$ cat config.mk
export PLATFORM = sky130hd
export DESIGN_NAME = vga_timing_core
export DESIGN_NICKNAME = d
export VERILOG_FILES = /design/src/rtl/vga_timing_core.sv
export SDC_FILE = /design/constraint.sdc
export NUM_CORES = 1
export LEC_CHECK = 0
export BUFFER_PORTS_ARGS = -buffer_cell sky130_fd_sc_hd__buf_2
export CAP_MARGIN = 20
export CORE_MARGIN = 4
export CORE_UTILIZATION = 42
export DETAILED_ROUTE_END_ITERATION = 16
export GPL_ROUTABILITY_DRIVEN = 0
export PLACE_DENSITY = 0.65
export SYNTH_ARGS = -nofsm -noshare
export SYNTH_HDL_FRONTEND = slang
export SYNTH_SLANG_ARGS = --single-unit
$ cat constraint.sdc
create_clock -name i_clk -period 2 [get_ports i_clk]
set_input_delay 0.1 -clock i_clk [delete_from_list [all_inputs] [get_ports i_clk]]
set_output_delay 0.1 -clock i_clk [all_outputs]
set_load 0.02 [all_outputs]
$ cat src/rtl/vga_timing_core.sv
`default_nettype none
// ============================================================================
//  Module   : vga_timing_core
//  Purpose  : Parametrised VGA timing generator and pixel pipeline. Produces
//             horizontal/vertical counters, framebuffer read addresses, and
//             HS/VS/DE/COLOUR_OUT realigned with read data that returns
//             RD_LAT pixel steps after the address. Colour is blanked outside
//             the active area. Line/frame strobes feed the frame-swap logic.
//  Ports    : i_clk        system clock
//             i_rst_n      asynchronous active-low reset
//             i_pix_en     pixel-step enable
//             i_blank      forces o_colour_out to 0 (sampled at output stage)
//             i_colour_in  framebuffer read data
//             o_addrh      pixel column address (0 outside active area)
//             o_addrv      pixel row address (0 outside active area)
//             o_addr_valid address lies inside the active area
//             o_colour_out pixel to the DAC
//             o_hs, o_vs   sync outputs (polarity set by HS_POL / VS_POL)
//             o_de         active video, aligned with o_colour_out
//             o_line_end   single-clk strobe on the h_cnt wrap edge
//             o_frame_end  single-clk strobe on the frame wrap edge
//  Revision : 1.0 - initial release
// ============================================================================
module vga_timing_core #(
  parameter int   H_ACTIVE = 640,
  parameter int   H_FP     = 16,
  parameter int   H_SYNC   = 96,
  parameter int   H_BP     = 48,
  parameter int   V_ACTIVE = 480,
  parameter int   V_FP     = 10,
  parameter int   V_SYNC   = 2,
  parameter int   V_BP     = 33,
  parameter logic HS_POL   = 1'b0,
  parameter logic VS_POL   = 1'b0,
  parameter int   COLOUR_W = 8,
  parameter int   RD_LAT   = 1,
  parameter int   X_W      = 10,
  parameter int   Y_W      = 10
) (
  input  logic                i_clk,
  input  logic                i_rst_n,
  input  logic                i_pix_en,
  input  logic                i_blank,
  input  logic [COLOUR_W-1:0] i_colour_in,
  output logic [X_W-1:0]      o_addrh,
  output logic [Y_W-1:0]      o_addrv,
  output logic                o_addr_valid,
  output logic [COLOUR_W-1:0] o_colour_out,
  output logic                o_hs,
  output logic                o_vs,
  output logic                o_de,
  output logic                o_line_end,
  output logic                o_frame_end
);

  localparam int c_H_TOTAL = H_ACTIVE + H_FP + H_SYNC + H_BP;
  localparam int c_V_TOTAL = V_ACTIVE + V_FP + V_SYNC + V_BP;

  localparam logic [X_W-1:0] c_H_LAST     = X_W'(c_H_TOTAL - 1);
  localparam logic [X_W-1:0] c_H_ACT      = X_W'(H_ACTIVE);
  localparam logic [X_W-1:0] c_HS_FIRST   = X_W'(H_ACTIVE + H_FP);
  localparam logic [X_W-1:0] c_HS_LAST    = X_W'(H_ACTIVE + H_FP + H_SYNC - 1);
  localparam logic [Y_W-1:0] c_V_LAST     = Y_W'(c_V_TOTAL - 1);
  localparam logic [Y_W-1:0] c_V_ACT      = Y_W'(V_ACTIVE);
  localparam logic [Y_W-1:0] c_VS_FIRST   = Y_W'(V_ACTIVE + V_FP);
  localparam logic [Y_W-1:0] c_VS_LAST    = Y_W'(V_ACTIVE + V_FP + V_SYNC - 1);

  // Elaboration-time legality checks.
  generate
    if (RD_LAT < 0 || RD_LAT > 4) begin : g_bad_rd_lat
      $error("vga_timing_core: RD_LAT must be in 0..4");
    end
    if (longint'(c_H_TOTAL) > (longint'(1) << X_W)) begin : g_bad_x_w
      $error("vga_timing_core: X_W too narrow for H_TOTAL-1");
    end
    if (longint'(c_V_TOTAL) > (longint'(1) << Y_W)) begin : g_bad_y_w
      $error("vga_timing_core: Y_W too narrow for V_TOTAL-1");
    end
  endgenerate

  // --------------------------------------------------------------------------
  // Stage 0: counters and (unpipelined) strobes
  // --------------------------------------------------------------------------
  logic [X_W-1:0] r_h_cnt;
  logic [Y_W-1:0] r_v_cnt;
  logic           r_line_end;
  logic           r_frame_end;
  logic           w_h_wrap;
  logic           w_v_wrap;

  assign w_h_wrap = (r_h_cnt == c_H_LAST);
  assign w_v_wrap = (r_v_cnt == c_V_LAST);

  always_ff @(posedge i_clk or negedge i_rst_n) begin
    if (!i_rst_n) begin
      r_h_cnt     <= '0;
      r_v_cnt     <= '0;
      r_line_end  <= 1'b0;
      r_frame_end <= 1'b0;
    end else begin
      // Strobes are the only state that does not hold across disabled clocks.
      r_line_end  <= 1'b0;
      r_frame_end <= 1'b0;
      if (i_pix_en) begin
        if (w_h_wrap) begin
          r_h_cnt    <= '0;
          r_line_end <= 1'b1;
          if (w_v_wrap) begin
            r_v_cnt     <= '0;
            r_frame_end <= 1'b1;
          end else begin
            r_v_cnt <= r_v_cnt + 1'b1;
          end
        end else begin
          r_h_cnt <= r_h_cnt + 1'b1;
        end
      end
    end
  end

  // --------------------------------------------------------------------------
  // Stage 1: addresses and raw timing flags
  // --------------------------------------------------------------------------
  logic           w_active;
  logic           w_sync_h;
  logic           w_sync_v;
  logic [X_W-1:0] r_addrh;
  logic [Y_W-1:0] r_addrv;
  logic           r_addr_valid;
  logic           r_s1_sync_h;
  logic           r_s1_sync_v;

  assign w_active = (r_h_cnt < c_H_ACT) && (r_v_cnt < c_V_ACT);
  assign w_sync_h = (r_h_cnt >= c_HS_FIRST) && (r_h_cnt <= c_HS_LAST);
  assign w_sync_v = (r_v_cnt >= c_VS_FIRST) && (r_v_cnt <= c_VS_LAST);

  always_ff @(posedge i_clk or negedge i_rst_n) begin
    if (!i_rst_n) begin
      r_addrh      <= '0;
      r_addrv      <= '0;
      r_addr_valid <= 1'b0;
      r_s1_sync_h  <= 1'b0;
      r_s1_sync_v  <= 1'b0;
    end else if (i_pix_en) begin
      r_addrh      <= w_active ? r_h_cnt : '0;
      r_addrv      <= w_active ? r_v_cnt : '0;
      r_addr_valid <= w_active;
      r_s1_sync_h  <= w_sync_h;
      r_s1_sync_v  <= w_sync_v;
    end
  end

  // --------------------------------------------------------------------------
  // Delay line: {sync_h, sync_v, active} delayed RD_LAT steps so the flags
  // meet the framebuffer data that returns for the same address.
  // --------------------------------------------------------------------------
  logic [2:0] w_s1;
  logic [2:0] w_dly;

  assign w_s1 = {r_s1_sync_h, r_s1_sync_v, r_addr_valid};

  generate
    if (RD_LAT == 0) begin : g_no_dly
      assign w_dly = w_s1;
    end else begin : g_dly
      logic [2:0] r_tap [RD_LAT];

      always_ff @(posedge i_clk or negedge i_rst_n) begin
        if (!i_rst_n) begin
          for (int i = 0; i < RD_LAT; i++) begin
            r_tap[i] <= '0;
          end
        end else if (i_pix_en) begin
          r_tap[0] <= w_s1;
          for (int i = 1; i < RD_LAT; i++) begin
            r_tap[i] <= r_tap[i-1];
          end
        end
      end

      assign w_dly = r_tap[RD_LAT-1];
    end
  endgenerate

  // --------------------------------------------------------------------------
  // Output stage
  // --------------------------------------------------------------------------
  logic                r_hs;
  logic                r_vs;
  logic                r_de;
  logic [COLOUR_W-1:0] r_colour;

  always_ff @(posedge i_clk or negedge i_rst_n) begin
    if (!i_rst_n) begin
      r_hs     <= ~HS_POL;
      r_vs     <= ~VS_POL;
      r_de     <= 1'b0;
      r_colour <= '0;
    end else if (i_pix_en) begin
      r_hs     <= w_dly[2] ? HS_POL : ~HS_POL;
      r_vs     <= w_dly[1] ? VS_POL : ~VS_POL;
      r_de     <= w_dly[0];
      r_colour <= (w_dly[0] && !i_blank) ? i_colour_in : '0;
    end
  end

  assign o_addrh      = r_addrh;
  assign o_addrv      = r_addrv;
  assign o_addr_valid = r_addr_valid;
  assign o_colour_out = r_colour;
  assign o_hs         = r_hs;
  assign o_vs         = r_vs;
  assign o_de         = r_de;
  assign o_line_end   = r_line_end;
  assign o_frame_end  = r_frame_end;

endmodule
`default_nettype wire

After elaboration in Yosys (flattened, before gate mapping)

Index checks and enable logic that the tools add are counted.

Register bits: 59
Input bits: 12
Output and inout port bits: 34
Word-level logic and storage cells: 42

Add/sub/neg operators: 2
Magnitude comparators: 6
Equal/unequal tests: 2
Muxes and demuxes: 12
Reduce and logical (&&, ||, !) cells: 6

Operators by type and width:

| kind                                                                               | number |
|---|---|
| 10-bit two-way mux                                                                 | 4 |
| 10-bit by 1-bit adder with 10-bit output (second input constant)                   | 2 |
| 10-bit == test (second input constant)                                             | 2 |
| 10-bit >= comparator (second input constant)                                       | 1 |
| 10-bit by 9-bit >= comparator with 1-bit output (second input constant)            | 1 |
| 10-bit less-or-equal comparator (second input constant)                            | 1 |
| 10-bit by 9-bit less-or-equal comparator with 1-bit output (second input constant) | 1 |
| 10-bit less-than comparator (second input constant)                                | 1 |
| 10-bit by 9-bit less-than comparator with 1-bit output (second input constant)     | 1 |
| 8-bit two-way mux                                                                  | 1 |
| 1-bit two-way mux                                                                  | 7 |
| 1-bit logical AND                                                                  | 4 |
| 2-bit AND reduction                                                                | 1 |
| 1-bit zero test                                                                    | 1 |

Logic depth before layout (Yosys ltp)

Gate-level depths: netlist of the first run.

Word-level depth: 4
Gate-level depth with buffers: 7
Gate-level depth less buffers: 6

Worst setup path after synthesis of the first run

Ideal clock, no wire load.

Kind: register to register
Start point: reg r_h_cnt[6]
End point: reg r_v_cnt[2]
Library setup time: 0.126 ns
Arrival time: 1.883 ns
Required time: 1.874 ns
Setup slack: -0.009 ns
Stages on the path, launching flop included: 6
Buffers on the path: 2
Clock period less this slack: 2.009 ns
Cells stage by stage: dfrtp_1 buf_6 or4b_4 or3_1 buf_6 a221o_1

Cells in the longest elaborated chain, start to end: 2

Ends and longest elaborated chain:

| what                                 | line | text |
|---|---|---|
| from (decl)                          | 84   | `logic [X_W-1:0] r_h_cnt;` |
| from (signal assigned)               | 115  | `r_h_cnt <= r_h_cnt + 1'b1;` |
| 10-bit == test                       | 91   | `assign w_h_wrap = (r_h_cnt == c_H_LAST);` |
| 2-bit AND reduction (no source line) | -    |  |
| to (signal assigned)                 | 112  | `r_v_cnt <= r_v_cnt + 1'b1;` |
| to (decl)                            | 85   | `logic [Y_W-1:0] r_v_cnt;` |

Every way passes these cells.
A chain may end at the register's enable or synchronous reset.

Worst setup path in the final report of the first run

Start point: reg r_h_cnt[5]
End point: reg r_v_cnt[2]

Same word-level chain as after synthesis.

==> run metrics, run 1 <==
R2R Path End r_v_cnt[2]; FP Rows 27; Yosys reg bits 59; Syn Area/Cell 11.9 um2; RSZ-0062 raised after global routing false; CTS clk-pin slew, worst paths 0.06 ns; TritonCTS clock tree done; Ant. Diodes 0; Initial Util 44.4%; delay of the slowest critical-path stage 0.53 ns; fin. max-slew vios 0; Post-Syn Area 2510 um2; vias in the first global route 1802; CP bufs+invs 0; setup TNS 0 ns; Layout area overhead 25.1%; CTS Sinks 59; Layout Cells excl Fill 351; Cells after Synth 211; Ys Warns 0; Vias/cell 5.23; CP cell instances or4b_4 > or3_1 > a221o_1; HPWL after detailed placement between 3000 and 4000 um; distinct cell type count after synthesis 42; Period Utilization, post-route ~96%; Setup CP Type flip-flop to flip-flop; max-cap viol count 0; dpl cells 328; share of cells above drive strength 1 slightly below 30%; Setup Viol. Count Final 0; DRC errors left 0; Skew-Pair Late Insertion Delay 0.33 ns; RR Startpoint r_h_cnt[5]; H-tree depth 3; CTS root buf clkbuf_8; Die W 85.3 um; syn nets around 230; Die Footprint 7270 um2; Worst Skew a little under 0.009 ns; core box area 5640 um2; CTS Buf Count 9; Setup Fix Bufs, Post-CTS 0; sequential-to-total area share from yosys stat 59.0%; drt first pass iters 4; CTS max path bufs 2; Hold Path Depth 3; Power per Cell Area about 950 nW/um2; Crit path max-delay family simple AND/OR/NAND/NOR gates; largest net degree at the start of global routing 36; Worst Max-Slew Pin Slew around 0.94 ns; crit start category flip-flop; min-delay src i_colour_in[5]; worst endpoint required time between 2 and 2.5 ns; CP max FO 6; gr usage total 15.2%; CTS resizes 0; LEAKAGE around 1.5 nW; initial antenna violation count 0; Post-DRT Antenna Nets 0; Critical Path AT 2.11 ns; count of buffers from port buffering 45; via count 1837; hold_buf cts 8; Top Ports 46; wire per inst 14.7 um; Max-slew headroom 37.2%; WL final 5150 um; first-pass GRT wire length 8690 um; fmax 0.523 GHz; crit path time final 1.91 ns; Final Hold Violating Endpoints 0; Hold Crit Class primary input to flip-flop; Die Ht 85.3 um; final net count 291; peak supply drop 0.000587 V; r2r setup slk 0.09 ns; gr ovfl total 0; status complete, no violations; Detailed Route Iter0 Violations 73; crit end category flip-flop; R2R cell count 3; Slowest cell on crit path or4b_4; Hold EP o_colour_out[5]
==> metal layers <==
metal	vias to the layer above	global-route usage, %	wire, um
met5	-	0	0
met4	0	6.04	52
met3	4	5.34	344
met2	59	22.6	2280
met1	878	20.2	2470
li1	896	-	-
==> how the worst max path moves through the flow <==
stage / start / endpoint / slack, ns / cells past startpoint
after detailed placement: r_h_cnt[5] / r_v_cnt[6] / 0.08 / 6
after global routing: r_h_cnt[5] / r_v_cnt[6] / 0.002 / 6
after CTS: r_h_cnt[5] / r_v_cnt[2] / 0.08 / 3
after global placement: r_h_cnt[5] / r_v_cnt[6] / 0.13 / 6
after floorplan: r_h_cnt[5] / r_v_cnt[2] / -0.004 / 5
final: r_h_cnt[5] / r_v_cnt[2] / 0.09 / 3
==> area by class of cell <==
class,count,area [um2]
Clock buffer,12,145
Clock inverter,3,40.0
Fill cell,493,2510
Inverter,9,38.8
Multi-Input combinational cell,129,920
Sequential cell,59,1480
Tap cell,72,90.1
Timing Repair Buffer,67,423
==> cells in the mapped netlist, drive strengths merged <==
master,count,area [um2]
nand3,13,65.1
a32o,1,10.0
or4b,1,13.8
clkinv,1,8.76
mux2i,1,10.0
clkbuf,8,30.0
nand2b,1,6.26
and4b,2,20.0
o311ai,2,17.5
and2,1,6.26
buf,6,40.0
dfstp,2,52.6
nor4,2,27.5
nand2,16,60.1
o31ai,2,20.0
o21ai,11,55.1
nor4b,1,8.76
o2bb2ai,8,70.1
a221o,1,10.0
mux2,4,45.0
or3,2,12.5
xnor2,8,70.1
a22oi,1,7.51
nand4b,1,8.76
inv,8,30.0
nor2,7,26.3
ha,4,50.1
nor2b,2,12.5
dfrtp,57,1430
nor3b,1,7.51
xor2,3,26.3
and3,2,12.5
a22o,18,158
a21o,1,7.51
and4,1,8.76
nand4,7,43.8
nor3,3,15.0
o21a,1,7.51
==> worst min-delay path, cell delays in order <==
cell,delay [ns]
buf_2,0.10
nand2_1,0.05
o2bb2ai_1,0.05
==> metrics by stage <==
step	power, mW	util [%]	worst slack [ns]	hold slack (ns)	instance area, um2
floorplan	1.76	-	-0.00413	-0.196	2510
global placement	1.97	50.9	0.127	0.128	2870
detailed placement	1.98	50.9	0.0840	0.130	2870
CTS	3.02	55.6	0.0793	0.00335	3140
global route	3.14	55.6	0.00245	0.0475	3140
finish	2.98	55.6	0.0866	0.0172	3140
==> logic make-up after synthesis <==
logic type,after synthesis,synth area share [%]
AND/OR/NAND/NOR,63,14.2
AO/OA/AOI/OAI,46,14.5
XOR/XNOR,11,3.84
adder cells (fa/ha/maj),4,2.00
flip-flops,59,59.0
buffers and inverters,23,4.34
multiplexers,5,2.20
==> registers in the layout, summed over array words and instances (netlist names), 3 cells and up <==
register	cells
r_h_cnt	10
g_dly.r_tap	3
o_addrh	10
o_addrv	10
o_colour_out	8
r_v_cnt	10
==> cells in the final DEF (no fill, tap or decap), drive strengths merged, types with 2 or more instances in the layout <==
cell | Yosys | layout
a22o | 18 | 18
nor2b | 2 | 2
nor2 | 7 | 7
and4b | 2 | 2
dfrtp | 57 | 57
clkinv | 1 | 3
dlygate4sd3 | 0 | 8
dfstp | 2 | 2
buf | 6 | 59
o21ai | 11 | 11
xnor2 | 8 | 8
and3 | 2 | 2
o31ai | 2 | 2
nand4 | 7 | 7
clkbuf | 8 | 12
nand2 | 16 | 16
or3 | 2 | 2
mux2 | 4 | 4
xor2 | 3 | 3
ha | 4 | 4
inv | 8 | 8
nand3 | 13 | 13
nor4 | 2 | 2
nor3 | 3 | 3
o2bb2ai | 8 | 8
o311ai | 2 | 2
==> power by group <==
group          switching (mW)  internal [mW]  leakage (nW)  total, mW
Sequential             0.0842           1.31         0.768       1.40
Combinational           0.316          0.246         0.657      0.561
Clock                   0.424          0.599        0.0962       1.02
Total                   0.824           2.16          1.52       2.98
(Power assumes the default switching activity.)
==> run 2: changes to the inputs <==
Settings changed: CORE_MARGIN 4 to 2, CTS_BUF_LIST set to sky130_fd_sc_hd__clkbuf_16.
==> run metrics, run 2 (synthesized netlist as in run 1, its figures left out) <==
Comb power frac 16.4%; Critical Path AT about 2.1 ns; final net count 283; Hold Path Depth 3; Placement Setup Slack 0.126 ns; CTS max path bufs 2; worst hold slack around 0.012 ns; Vias/cell between 5 and 6; H-tree depth 3; Max-slew headroom between 70% and 80%; R2R cell count 4; worst endpoint required time ~2.2 ns; min-delay src i_colour_in[6]; RSZ-0062 raised after global routing false; Setup Viol. Count Final 0; Worst Max-Slew Pin Slew ~0.40 ns; sequential power share a little over two fifths; Hold EP o_colour_out[6]; Setup Fix Bufs, Post-CTS 0; CTS root buf clkbuf_16; share of cells above drive strength 1 29.5%; status complete, no violations; first-pass GRT wire length 8650 um; LEAKAGE around 1.5 nW; crit start category flip-flop; CTS Buf Count 9; Initial Util approximately 43%; Die Footprint 6600 um2; Period Utilization, post-route 93.4%; peak supply drop approximately 0.00055 V; initial antenna violation count 0; via count 1849; RR Startpoint r_h_cnt[5]; fin. max-slew vios 0; Post-DRT Antenna Nets 0; Layout Cells excl Fill 346; Skew-Pair Late Insertion Delay roughly 0.32 ns; R2R Path End r_v_cnt[3]; vias in the first global route 1760; CTS clk-pin slew, worst paths 0.05 ns; gr usage total between 15 and 20%; CP max FO 6; TritonCTS clock tree done; r2r setup slk 0.13 ns; Final Hold Violating Endpoints 0; delay of the slowest critical-path stage 0.53 ns; HPWL after detailed placement 3480 um; post-placement cell area about 2900 um2; Worst Skew roughly 0.0086 ns; WL final 5250 um; sw frac 25.9%; Power per Cell Area about 1100 nW/um2; CP startpoint r_h_cnt[5]; core box area 5850 um2; CP cell instances or4b_4 > or3_1 > a22oi_1 > o31ai_2; Hold Crit Class primary input to flip-flop; Ant. Diodes 0; Layout fillers 493; max-cap viol count 0; FP Rows 28; Layout area overhead 26.4%; wire per inst 15.2 um; gr ovfl total 0; largest net degree at the start of global routing 60; fmax 0.535 GHz; drt first pass iters 4; Final WS setup 0.132 ns; post-route cell area 3170 um2; Setup CP Type flip-flop to flip-flop; count of buffers from port buffering 45; Slowest cell on crit path or4b_4; Die W 81.3 um; Pint between 2 and 2.5 mW; Detailed Route Iter0 Violations 125; most frequent cells in the layout 57 x dfrtp_1, 45 x buf_2, 18 x a22o_1; crit end category flip-flop; clock network power share 41.7%; DRC errors left 0; crit path time final 1.87 ns; Die Ht about 81 um; CTS Sinks just under 60; commonest non-fill, non-tap cell in the layout dfrtp_1; Top Ports 46; dpl cells 330; switching pwr ~0.87 mW
-- run 2: how the worst max path moves through the flow --
stage            endpoint  slack, ns  depth (start not counted)
6_report       r_v_cnt[3]       0.13                          4
3_5_place_dp   r_v_cnt[6]       0.13                          6
4_1_cts        r_v_cnt[8]       0.06                          6
5_1_grt        r_v_cnt[8]       0.01                          6
3_3_place_gp   r_v_cnt[2]       0.14                          3
2_1_floorplan  r_v_cnt[2]     -0.004                          5
-- run 2: repair_timing --
action / CTS / global route
hold buffers: 1 / 0
setup endpoints to repair: 0 / 2
hold endpoints to repair: 57 / 0
gates resized for setup: 0 / 1
-- run 2: power by group through the flow --
stage | Combinational [mW] | Sequential, mW | Clock (mW)
2_1_floorplan | 0.267 | 1.49 | 0
3_3_place_gp | 0.543 | 1.42 | 0
3_5_place_dp | 0.550 | 1.42 | 0
4_1_cts | 0.559 | 1.41 | 1.42
5_1_grt | 0.604 | 1.42 | 1.48
6_report | 0.551 | 1.41 | 1.40
-- run 2: per-stage QoR --
step / utilization (%) / TNS, ns / total power, mW
2_1_floorplan: - / -0.00413 / 1.76
3_3_place_gp: 49.2 / 0 / 1.96
3_5_place_dp: 49.2 / 0 / 1.97
4_1_cts: 54.1 / 0 / 3.39
5_1_grt: 54.2 / 0 / 3.51
6_report: 54.2 / 0 / 3.35
-- run 2: worst max-delay path, delay by kind of cell, from the launching register on --
family	cells	cell delay, ns
AO/OA/AOI/OAI	2	0.34
flip-flops	1	0.37
AND/OR/NAND/NOR	2	1.04
-- run 2: final cells by class --
class | count | area [um2] | area share (%)
sequential | 59 | 1480 | 46.6
multi-input combinational | 129 | 926 | 29.2
timing repair buffer | 59 | 358 | 11.3
clock buffer | 9 | 225 | 7.10
tap | 75 | 93.8 | 2.96
clock inverter | 6 | 50.0 | 1.58
inverter | 9 | 38.8 | 1.22
-- run 2: layer usage --
| layer | vias to the layer above | part of all wire (%) | track usage, % |
|---|---|---|---|
| met5 | - | 0 | 0 |
| met4 | 0 | 2.0 | 9.66 |
| met3 | 7 | 5.0 | 4.22 |
| met2 | 58 | 47 | 27.5 |
| met1 | 907 | 46 | 22.8 |
| li1 | 877 | - | - |
==> run 3: changes to the inputs <==
Settings changed: CORE_MARGIN 2 to unset.
==> run metrics, run 3 (synthesized netlist as in run 1, its figures left out) <==
status complete, no violations; R2R Path End r_v_cnt[2]; CTS max path bufs 2; CTS Buf Count 9; Worst Max-Slew Pin Slew approximately 0.6 ns; peak supply drop approximately 0.00064 V; Routed met3 length 292 um; Final Util a little under three fifths; HPWL after detailed placement 3520 um; most frequent cells in the layout 57 x dfrtp_1, 45 x buf_2, 18 x a22o_1; routed wl met2 between 2000 and 2500 um; Hold Crit Class primary input to flip-flop; Layout fillers 477; Layout area overhead 28.7%; first-pass GRT wire length roughly 8600 um; gr usage total a little under a fifth; Die Ht 79.3 um; crit end category flip-flop; worst hold slack 0.0101 ns; commonest non-fill, non-tap cell in the layout dfrtp_1; gr ovfl total 0; WL final 5150 um; Critical Path End r_v_cnt[2]; FP Rows 27; Top Ports 46; top layer in use met4; Setup Viol. Count Final 0; fmax between 0.5 and 0.6 GHz; vias in the first global route between 1500 and 2000; Ant. Diodes 0; Layout Cells excl Fill between 300 and 400; worst endpoint required time 2.20 ns; share of cells above drive strength 1 31.0%; drt first pass iters 5; setup TNS 0 ns; initial antenna violation count 0; dpl cells between 300 and 400; r2r setup slk 0.09 ns; Post-DRT Antenna Nets 0; Power per Cell Area 1130 nW/um2; Critical Path AT ~2.1 ns; CTS clk-pin slew, worst paths 0.05 ns; TritonCTS clock tree done; Die Footprint 6280 um2; fin. max-slew vios 0; CTS Sinks between 50 and 60; RSZ-0062 raised after global routing false; Final Hold Violating Endpoints 0; crit start category flip-flop; CTS root buf clkbuf_16; CP startpoint r_h_cnt[5]; final net count 285; RR Startpoint r_h_cnt[5]; count of buffers from port buffering between 40 and 50; DRC errors left 0; largest net degree at the start of global routing 35; LEAKAGE 1.57 nW; CP max FO 6; met1 WL 2430 um; Setup CP Type flip-flop to flip-flop; Initial Util between 40% and 50%; R2R cell count 3; H-tree depth 3; core box area 5640 um2; via count 1828; Vias/cell 5.28; max-cap viol count 0; Final Power 3.65 mW; crit path time final between 1.5 and 2 ns; Worst Skew roughly 0.0061 ns; Detailed Route Iter0 Violations 76; wire per inst 14.9 um; Max-slew headroom 60.7%; Skew-Pair Late Insertion Delay 0.32 ns; Period Utilization, post-route between 90% and 100%; Die W 79.3 um
run 3: cell types whose count changed in the layout (fill, tap and decap cells not counted), sizes merged:
cell / change
bufinv: +2
inv: -1
buf: +2
run 3: cell type report:
class,instances,area [um2],area share [%]
flip-flops and latches,59,1480,45.8
multi-input cells,129,926,28.7
repair buffers,61,360,11.2
clock buffers,9,225,6.98
clock inverters,7,108,3.33
well taps,72,90.1,2.79
inverters,9,38.8,1.20
run 3: per-layer routing:
| layer | up-vias | track usage [%] |
|---|---|---|
| li1 | 883 | - |
| met1 | 889 | 24.3 |
| met2 | 52 | 27.2 |
| met3 | 4 | 7.24 |
| met4 | 0 | 7.45 |
| met5 | - | 0 |
run 3: report_power, final:
part           internal (mW)  switching [mW]  leakage [nW]
Combinational          0.239           0.313         0.634
Sequential              1.32          0.0870         0.768
Clock                   1.20           0.496         0.168
run 3: worst min path at each step:
stage | start | endpoint | slack [ns] | depth (start not counted)
6_report | i_colour_in[1] | o_colour_out[1] | 0.01 | 3
5_1_grt | i_colour_in[6] | o_colour_out[6] | 0.006 | 3
4_1_cts | i_colour_in[1] | o_colour_out[1] | 0.002 | 3
3_5_place_dp | i_rst_n | o_colour_out[7] | 0.14 | 1
3_3_place_gp | i_rst_n | o_colour_out[7] | 0.13 | 1
2_1_floorplan | i_rst_n | g_dly.r_tap[0] | -0.20 | 0
run 3: critical path, cell delays in order (launching register included):
cell and delay [ns]:
dfrtp_1 0.37, or4b_4 0.54, or3_1 0.52, a221o_1 0.36
run 3: what timing repair did:
action,in CTS,in global routing
endpoints found under the hold margin,24,0
hold buffers,1,0
resized for setup,0,1
setup endpoints to repair,0,2
setup buffers,0,0
run 3: through the flow:
| step | worst slack, ns | cell area, um2 |
|---|---|---|
| 4_1_cts | 0.0637 | 3220 |
| 5_1_grt | 0.0425 | 3230 |
| 6_report | 0.0936 | 3230 |
| 3_5_place_dp | 0.0706 | 2880 |
| 3_3_place_gp | 0.113 | 2880 |
| 2_1_floorplan | -0.00413 | 2510 |
